## src/rtl/nsa_pkg.sv

```systemverilog
// Shared definitions for the nibble-serial adder: FSM state encoding,
// nibble width and the counter-width helper.
package nsa_pkg;

  typedef enum logic [1:0] {
    IDLE = 2'd0,
    RUN  = 2'd1,
    DONE = 2'd2
  } state_t;

  localparam int NIBBLE = 4;

  // Width of a counter that must reach n-1; never narrower than one bit.
  function automatic int cnt_width(input int n);
    return (n <= 1) ? 1 : $clog2(n);
  endfunction

endpackage

```

## src/rtl/full_adder_4.sv

```systemverilog
// 4-bit ripple-carry adder used as the shared nibble datapath.
module full_adder_4 (
  input  logic [3:0] a,
  input  logic [3:0] b,
  input  logic       cin,
  output logic [3:0] s,
  output logic       cout
);

  logic [4:0] c;

  assign c[0] = cin;

  for (genvar i = 0; i < 4; i++) begin : g_bit
    assign s[i]   = a[i] ^ b[i] ^ c[i];
    assign c[i+1] = (a[i] & b[i]) | (c[i] & (a[i] ^ b[i]));
  end

  assign cout = c[4];

endmodule

```

## src/rtl/nibble_serial_adder.sv

```systemverilog
// Multi-cycle WIDTH-bit adder that pushes one nibble per clock through a
// single full_adder_4, LSB nibble first, and pulses done with the result.
// Optional feature macro: NSA_SUB_EN adds the sub port (a - b on request).
//
// Handshake: start is sampled on each rising edge and accepted only in IDLE
// or DONE; busy is high during RUN, done is a one-cycle pulse during which
// sum/cout are valid, and they hold until the next accepted start.
// WIDTH must be a multiple of 4 and at least 4.
module nibble_serial_adder
  import nsa_pkg::*;
#(
  parameter int WIDTH = 16
) (
  input  logic             clk,
  input  logic             reset,
  input  logic             start,
  input  logic [WIDTH-1:0] a,
  input  logic [WIDTH-1:0] b,
  input  logic             cin,
`ifdef NSA_SUB_EN
  input  logic             sub,
`endif
  output logic             busy,
  output logic             done,
  output logic [WIDTH-1:0] sum,
  output logic             cout
);

  localparam int N  = WIDTH / NIBBLE;
  localparam int CW = cnt_width(N);

  state_t state, next_state;

  logic [WIDTH-1:0] a_q, b_q, sum_q;
  logic [CW-1:0]    cnt_q;
  logic             carry_q;
  logic             cout_q;

  logic             accept;
  logic             last;
  logic [3:0]       nib_s;
  logic             nib_c;
  logic [WIDTH-1:0] b_load;
  logic             carry_load;
  logic [WIDTH-1:0] s_top;

  assign accept = start && ((state == IDLE) || (state == DONE));
  assign last   = (cnt_q == CW'(N - 1));

`ifdef NSA_SUB_EN
  // Subtraction is a + ~b + 1; cin is ignored for a subtract.
  assign b_load     = sub ? ~b : b;
  assign carry_load = sub ? 1'b1 : cin;
`else
  assign b_load     = b;
  assign carry_load = cin;
`endif

  // Fresh nibble sum placed in the top nibble of the result register.
  assign s_top = WIDTH'(nib_s) << (WIDTH - NIBBLE);

  full_adder_4 u_nibble (
    .a    (a_q[3:0]),
    .b    (b_q[3:0]),
    .cin  (carry_q),
    .s    (nib_s),
    .cout (nib_c)
  );

  // State register.
  always_ff @(posedge clk) begin
    if (reset) state <= IDLE;
    else       state <= next_state;
  end

  // Next-state logic.
  always_comb begin
    next_state = state;
    case (state)
      IDLE:    if (start) next_state = RUN;
      RUN:     if (last)  next_state = DONE;
      DONE:    next_state = start ? RUN : IDLE;
      default: next_state = IDLE;
    endcase
  end

  // Status outputs decoded from state.
  always_comb begin
    busy = 1'b0;
    done = 1'b0;
    case (state)
      RUN:     busy = 1'b1;
      DONE:    done = 1'b1;
      default: ;
    endcase
  end

  // Operand shift registers, nibble counter, carry and result registers.
  always_ff @(posedge clk) begin
    if (reset) begin
      a_q     <= '0;
      b_q     <= '0;
      sum_q   <= '0;
      cnt_q   <= '0;
      carry_q <= 1'b0;
      cout_q  <= 1'b0;
    end else if (accept) begin
      a_q     <= a;
      b_q     <= b_load;
      sum_q   <= '0;
      cnt_q   <= '0;
      carry_q <= carry_load;
      cout_q  <= 1'b0;
    end else if (state == RUN) begin
      a_q     <= a_q >> NIBBLE;
      b_q     <= b_q >> NIBBLE;
      sum_q   <= (sum_q >> NIBBLE) | s_top;
      cnt_q   <= cnt_q + CW'(1);
      carry_q <= nib_c;
      if (last) cout_q <= nib_c;
    end
  end

  assign sum  = sum_q;
  assign cout = cout_q;

endmodule

```

## config.mk

```make
export PLATFORM = sky130hd
export DESIGN_NAME = nibble_serial_adder
export DESIGN_NICKNAME = d
export VERILOG_FILES = /design/src/rtl/nsa_pkg.sv /design/src/rtl/full_adder_4.sv /design/src/rtl/nibble_serial_adder.sv
export SDC_FILE = /design/constraint.sdc
export NUM_CORES = 1
export LEC_CHECK = 0
export ABC_AREA = 1
export CORE_MARGIN = 2
export CORE_UTILIZATION = 30
export DETAILED_ROUTE_END_ITERATION = 8
export HOLD_SLACK_MARGIN = 0.06
export SLEW_MARGIN = 20
export SYNTH_ARGS = -nofsm -noshare
export SYNTH_HDL_FRONTEND = slang
export SYNTH_SLANG_ARGS = --single-unit
```

## constraint.sdc

```tcl
create_clock -name clk -period 4.7 [get_ports clk]
set_input_delay 0.47 -clock clk [delete_from_list [all_inputs] [get_ports clk]]
set_output_delay 0.47 -clock clk [all_outputs]
set_load 0.01 [all_outputs]
```

==> impl_metrics.ini, run 1 <==
[cells_and_area]
nFillCells = 857
register_area_um2 = 1081
final_util_pct = 40.09
diodes = 0
finalInstanceArea_um2 = 3114
final_cells = 489
multi_input_area_um2 = 1069
synthToLayoutAreaGrowth_pct = 28.37
final_nets = 427
drive_gt1_share_pct = 4.393

[detailed_routing]
vias = 2156
avgRoutedWirePerCell_um = 10.81
wl_um = 5287
viasPerCell = 4.409
drt_iter0_drc = 122
firstDrtPassIters = 4
postRouteAntennaNets = 0
drc = 0

[clock_tree]
numCtsBuffers = 5
clock_latency_ps = 310
clock-sinks = 54
postCtsSetupRepairBufs = 0
ctsResizeCount = 0
cts-root-buf = clkbuf_8
cts_tree = yes
cts_hold_buf = 0
clockBufferDepth = 2
h-tree-depth = 2
clk_pin_slew_ps = 100

[timing]
setup_tns_ps = 0
rsz0062_at_grt = no
fin_crit_ps = 2765
drv_slew = 0
skew_ps = 7.923
fmax_mhz = 361.7
hold_viol = 0
period_share_pct = 58.82
worst_pin_slew_ps = 895.5
max_slew_margin_pct = 40.12
setup_viol_count_final = 0

[power]
p_per_area_nw_per_um2 = 311.7
vdd_drop_max_v = 0.0001231
finalPower_mw = 0.9707
p_leak_nw = 1.365

[critical_path]
critPathKind = reg -> out
max_stage_delay_ps = 700
cp_max_fo = 24
cpLargestDelayFamily = buffers and inverters
regToRegSetupSlack_ps = 2630
critPathBufInv = 2
cp.required_ps = 4230
r2r_start = state[0]
crit_path_top_delay_cell = dfxtp_1
crit_chain = inv_2, nor2_4, clkdlybuf4s50_1
arrival_ps = 2290
crit_start = state[0]
end_kind = primary output
worstSetupStartpointType = flip-flop

[grt]
antenna_found_initial = 0
top_usage_layer = met2
grt_remaining_overflow = 0
grtUsageTotal_pct = 12.38
grt_util_met2_pct = 20.42
met1_usage_pct = 16.46
grtUsageMet3_pct = 3.050
grt_pass1_wl_um = 8749
grt_max_degree = 43
grt_pass1_vias = 1927

[hold_path]
hold_start = sum[2]
min_path_type = reg -> reg

[yosys]
synth_warnings = 0
synth_cell_types = 21
synth-seq-cells = 54
syn_inst = 343
ys_seq_area_share_pct = 44.56
synth_nets = 384
synth_area_um2 = 2426
syn_avg_cell_area_um2 = 7.073

[die]
core_area_um2 = 7767
std_cell_rows = 32
die_area_um2 = 8822
io_pins = 55
start_util_pct = 31.23
die_width_um = 93.93
die_h_um = 93.93

[placement]
portBuffers = 54
placed_cell_area_um2 = 3005
hpwl_um = 3702
place_inst = 481
gp_congestion = 0.7502

[job]
cap_violations = 0

[status]
status = completed
## path summary, 6_finish.rpt
| path | end | depth (start not counted) |
|---|---|---|
| worst max register to register | b_q[0] | 6 |
| worst max-delay path | busy | 3 |
| worst min register to register | sum[2] | 2 |
| worst min-delay path | sum[2] | 2 |
## layout by cell type (no fill, tap or decap), drive strengths merged
cell / n
nand2: 99
dfxtp: 54
clkdlybuf4s50: 54
inv: 50
a21oi: 37
nand3: 33
nor2: 30
o21ai: 12
clkbuf: 5
o211a: 4
fa: 4
clkinv: 2
xor2: 1
ha: 1
bufinv: 1
## registers in the layout, summed over array words and instances (netlist names)
signal and flops:
a_q 16, b_q 16, sum 16, cnt_q 2, state 2, carry_q 1, cout 1
## layer usage
layer / routed length (um) / up-vias
li1: - / 1142
met1: 2550 / 959
met2: 2431 / 48
met3: 253 / 7
met4: 52 / 0
met5: 0 / -
## power by group
| part | switching (mW) | total [mW] | leakage (nW) | internal, mW |
|---|---|---|---|---|
| clock | 0.152 | 0.310 | 0.0579 | 0.157 |
| combinational | 0.0891 | 0.157 | 0.865 | 0.0682 |
| sequential | 0.0182 | 0.504 | 0.442 | 0.486 |
## cells by family (layout without fill, tap and decap cells)
family,after synthesis,count (layout),synth area share [%]
adders and majority gates,5,5,3.816
AOI/OAI and AO/OA,53,53,11.76
and+or+nand+nor,162,162,28.11
buffers and inverters,68,112,11.40
DFF,54,54,44.56
xor gates and xnor gates,1,1,0.3611
## stage by stage
step,hold WS (ps),worst slack [ps]
floorplan,439.6,2756
global placement,450.6,2347
detailed placement,456.2,2280
CTS,471.7,1923
global route,487.1,1782
finish,467.2,1935
## layout make-up
class	count	share of cell area, %
clock inverters	3	1.286
well taps	102	4.098
inverters	50	6.027
repair buffers	54	17.36
multi-input cells	221	34.31
flip-flops and latches	54	34.71
clock buffers	5	2.210
## cell usage after synthesis
library cell / instances / area (um2)
xor2_1: 1 / 8.760
nor2_1: 28 / 105.1
buf_4: 1 / 7.510
buf_2: 7 / 35.03
o21ai_0: 12 / 60.06
inv_1: 46 / 172.7
a21oi_1: 37 / 185.2
buf_1: 1 / 3.750
nand2_2: 1 / 6.260
inv_2: 4 / 15.01
fa_1: 4 / 80.08
o211a_1: 4 / 40.04
nand3_1: 33 / 165.2
dfxtp_1: 54 / 1081
buf_6: 1 / 11.26
ha_1: 1 / 12.51
clkbuf_2: 1 / 5.000
clkbuf_1: 7 / 26.28
nand2_4: 2 / 22.52
nor2_4: 2 / 22.52
nand2_1: 96 / 360.4
## tightest hold or removal path, delay by kind of cell, from the launching register on
family / cells / cell delay (ps)
DFF: 1 / 320
and+or+nand+nor: 1 / 60
AOI/OAI and AO/OA: 1 / 50
No activity file was read; power rests on OpenSTA's default activity.
==> inputs of run 2 (changes only) <==
clock period = 2.9 ns   (was 4.7 ns; I/O delays follow)
==> run 2 against run 1 <==
Combinational power rose by 68%. Clock skew rose by 0.77 ps. Hold slack got worse by 0.65 ps. Final cell count up 0.82%. Critical path type is now reg -> reg. Critical endpoint is now sum[15].
==> impl_metrics.ini, run 2 (same netlist as run 1, synthesis figures left out) <==
[timing]
setup_viol_count_final = 0
worst_pin_slew_ps = 434.0
drv_slew = 0
max_slew_margin_pct = 70.97
fin_crit_ps = 2018
period_share_pct = 69.59
setup_tns_ps = 0
fmax_mhz = 495.5
hold_viol = 0
skew_ps = 8.692
rsz0062_at_grt = no

[grt]
grt_pass1_wl_um = 9066
grt_pass1_vias = 1997
grt_remaining_overflow = 0
antenna_found_initial = 0
grt_max_degree = 43
grtUsageTotal_pct = 12.83

[die]
core_area_um2 = 7767
die_area_um2 = 8822
die_width_um = 93.93
die_h_um = 93.93
std_cell_rows = 32
io_pins = 55
start_util_pct = 31.23

[critical_path]
arrival_ps = 2260
cp_max_fo = 2
r2r_cells = 8
worstReg2RegEnd = sum[15]
worstSetupStartpointType = flip-flop
regToRegSetupSlack_ps = 880
cp.required_ps = 3140
critPathKind = reg -> reg
r2r_start = a_q[0]
end_kind = flip-flop

[power]
p_per_area_nw_per_um2 = 479.4
vdd_drop_max_v = 0.0002452
p_leak_nw = 1.375

[status]
status = completed

[placement]
gp_congestion = 0.7310
hpwl_um = 3769
portBuffers = 54

[clock_tree]
cts_hold_buf = 0
cts-root-buf = clkbuf_8
clock-sinks = 54
clockBufferDepth = 2
clk_pin_slew_ps = 90
h-tree-depth = 2
ctsResizeCount = 0
postCtsSetupRepairBufs = 0
numCtsBuffers = 5
cts_tree = yes
clock_latency_ps = 310

[cells_and_area]
diodes = 0
final_nets = 431
multi_input_area_um2 = 1069
layout_common_cells = nand2_1, dfxtp_1, clkdlybuf4s50_1
final_util_pct = 40.25
synthToLayoutAreaGrowth_pct = 28.88
nFillCells = 851
layout_commonest_cell = nand2_1
register_area_um2 = 1081
drive_gt1_share_pct = 5.115

[detailed_routing]
drt_iter0_drc = 84
wl_um = 5266
firstDrtPassIters = 4
drc = 0
avgRoutedWirePerCell_um = 10.68
postRouteAntennaNets = 0
viasPerCell = 4.410
vias = 2174

[hold_path]
holdPathStages = 2
hold_start = sum[3]
min_path_type = reg -> reg
worst_hold_path.endpoint = sum[3]

[job]
cap_violations = 0
[run 2: cell count changes in the layout (fill, tap and decap cells not counted), sizes merged]
cell    delta
bufinv     -1
clkinv     -1
clkbuf     +2
buf        +4
[run 2: per-layer routing]
layer  vias to the layer above  part of all wire (%)  global-route usage, %
met3                         5                   4.9                  3.451
met1                       969                    48                  17.27
met4                         0                  0.84                  2.657
li1                       1152                     -                      -
met5                         -                     0                      0
met2                        48                    46                  20.71
[run 2: worst max path at each step]
stage                start       to  slack [ps]  depth (start not counted)
finish              a_q[0]  sum[15]         880                          8
global route        a_q[0]  carry_q         760                         12
CTS                 a_q[0]  sum[15]         870                          8
detailed placement  a_q[0]  sum[15]         890                          8
global placement    a_q[0]  sum[15]         920                          8
floorplan           a_q[0]  sum[15]         960                          8
[run 2: worst max-delay path: stages (launching register included)]
cell and delay, ps:
dfxtp_1 330, fa_1 410, inv_1 70, fa_1 160, inv_1 50, fa_1 350, inv_1 70, fa_1 400
a21oi_1 120
[run 2: where the power goes]
part / switching, mW / leakage [nW] / internal (mW)
sequential: 0.0248 / 0.442 / 0.787
combinational: 0.149 / 0.884 / 0.115
clock: 0.230 / 0.0482 / 0.193
[run 2: layout make-up]
| type | count | share of cell area [%] |
|---|---|---|
| Tap cell | 102 | 4.082 |
| Clock inverter | 1 | 0.1601 |
| Sequential cell | 54 | 34.57 |
| Inverter | 50 | 6.002 |
| Clock buffer | 7 | 2.761 |
| Timing Repair Buffer | 58 | 18.25 |
| Multi-Input combinational cell | 221 | 34.17 |
[run 2: stage by stage]
stage | worst slack [ps] | std cells | power [mW] | cell area, um2 | hold slack [ps]
2_1_floorplan | 956.1 | 343 | 0.9982 | 2426 | 438.3
3_3_place_gp | 916.7 | 485 | 1.093 | 3035 | 451.0
3_5_place_dp | 892.4 | 485 | 1.096 | 3035 | 453.5
4_1_cts | 872.3 | 493 | 1.522 | 3127 | 468.0
5_1_grt | 759.3 | 493 | 1.598 | 3127 | 492.9
6_report | 881.9 | 493 | 1.499 | 3127 | 466.6
==> inputs of run 3 (changes only) <==
clock period = 2 ns   (was 2.9 ns; I/O delays follow)
==> run 3 against run 2 <==
Non-clock buffer count is 5 higher. Largest power group unchanged. Largest cell class unchanged. Highest routed layer unchanged. Clock power increased by 75%. Count of clock-buffer cells in the layout shrank 1.
==> impl_metrics.ini, run 3 (same netlist as run 1, synthesis figures left out) <==
[status]
status = completed

[timing]
setup_viol_count_final = 0
max_slew_margin_pct = 70.69
fin_crit_ps = 1966
period_share_pct = 98.28
rsz0062_at_grt = yes
hold_viol = 0
fmax_mhz = 508.8
skew_ps = 5.781
worst_pin_slew_ps = 438.3
fin_ws_ps = 34.47
drv_slew = 0

[clock_tree]
clock_latency_ps = 310
clock-sinks = 54
numCtsBuffers = 5
h-tree-depth = 2
clockBufferDepth = 2
clk_pin_slew_ps = 100
cts_tree = yes
cts-root-buf = clkbuf_8

[detailed_routing]
wl_um = 5478
firstDrtPassIters = 4
avgRoutedWirePerCell_um = 11.00
vias = 2192
drt_iter0_drc = 72
drc = 0
postRouteAntennaNets = 0
viasPerCell = 4.402

[cells_and_area]
layout_common_cells = nand2_1, clkdlybuf4s50_1, dfxtp_1
synthToLayoutAreaGrowth_pct = 31.67
final_nets = 436
drive_gt1_share_pct = 8.586
layout_commonest_cell = nand2_1
finalInstanceArea_um2 = 3194
nFillCells = 859
diodes = 0

[critical_path]
crit_path_top_delay_cell = fa_1
r2r_start = carry_q
worstSetupStartpointType = flip-flop
critPathBufInv = 3
r2r_cells = 8
crit_chain = fa_2, inv_2, fa_2, inv_2, fa_2, inv_2, fa_1, a21oi_1
cp_max_fo = 2
worstReg2RegEnd = sum[15]
max_stage_delay_ps = 410
regToRegSetupSlack_ps = 30
arrival_ps = 2220
critPathKind = reg -> reg
cp.required_ps = 2260
cpLargestDelayFamily = adder cells
end_kind = flip-flop

[power]
vdd_drop_max_v = 0.0002710
finalPower_mw = 2.317
p_leak_nw = 1.397
p_per_area_nw_per_um2 = 725.3

[hold_path]
holdPathStages = 3
hold_start = a[14]
min_path_type = in -> reg
worst_hold_path.endpoint = a_q[14]

[die]
std_cell_rows = 32
core_area_um2 = 7767
die_h_um = 93.93
io_pins = 55
die_width_um = 93.93
start_util_pct = 31.23
die_area_um2 = 8822

[grt]
grt_pass1_wl_um = 9121
antenna_found_initial = 0
grtUsageTotal_pct = 13.20
grt_remaining_overflow = 0
grt_pass1_vias = 2022
grt_max_degree = 24

[placement]
placed_cell_area_um2 = 3073
dp_worst_setup_slack_ps = -40.71
hpwl_um = 4032
portBuffers = 54
gp_congestion = 0.7554

[job]
cap_violations = 0
run 3: cell types whose count changed in the layout (fill, tap and decap cells not counted), sizes merged:
cell	change
clkinvlp	+1
clkbuf	-1
clkinv	-1
buf	+5
bufinv	+1
run 3: final cells by class:
cell class              instances  area (um2)  area share, %
clock inverters                 2       37.54          1.175
inverters                      50       187.7          5.875
well taps                     102       127.6          3.995
clock buffers                   6       72.57          2.272
repair buffers                 63       608.1          19.04
multi-input cells             221        1076          33.69
flip-flops and latches         54        1085          33.96
run 3: worst max path at each step:
stage	start	end	depth (start not counted)
CTS	carry_q	sum[15]	8
detailed placement	a_q[0]	sum[15]	8
finish	carry_q	sum[15]	8
global placement	a_q[0]	sum[15]	8
floorplan	a_q[0]	sum[15]	8
global route	carry_q	sum[15]	8
run 3: where the power goes:
| part | switching, mW | internal [mW] | leakage [nW] |
|---|---|---|---|
| logic | 0.222 | 0.177 | 0.902 |
| registers | 0.0360 | 1.14 | 0.443 |
| clock network | 0.365 | 0.374 | 0.0514 |
run 3: what timing repair did:
action	4_1_cts	5_1_grt
pin swaps	3	3
endpoints found under the setup margin	2	3
gates resized for setup	7	2
buffers inserted	0	0
hold buffers	0	0
run 3: stage by stage:
step                utilization, %  hold slack, ps  cells  setup TNS, ps
detailed placement           39.56           456.3    490         -40.71
finish                       41.12           441.4    498              0
floorplan                        -           348.3    343              0
global placement             39.56           450.5    490              0
global route                 41.12           442.3    498         -105.4
CTS                          41.11           432.8    498         -11.58
run 3: worst reg2reg max path: stages (launching register included):
cell and delay [ps]:
dfxtp_2 340, fa_2 380, inv_2 60, fa_2 180
inv_2 40, fa_2 320, inv_2 60, fa_1 410
a21oi_1 120
run 3: metal layers:
| metal | vias up | track usage (%) | part of all wire, % |
|---|---|---|---|
| met5 | - | 0 | 0 |
| met4 | 0 | 3.986 | 1.2 |
| met3 | 4 | 3.933 | 5.0 |
| met2 | 46 | 21.85 | 47 |
| met1 | 979 | 16.56 | 47 |
| li1 | 1163 | - | - |
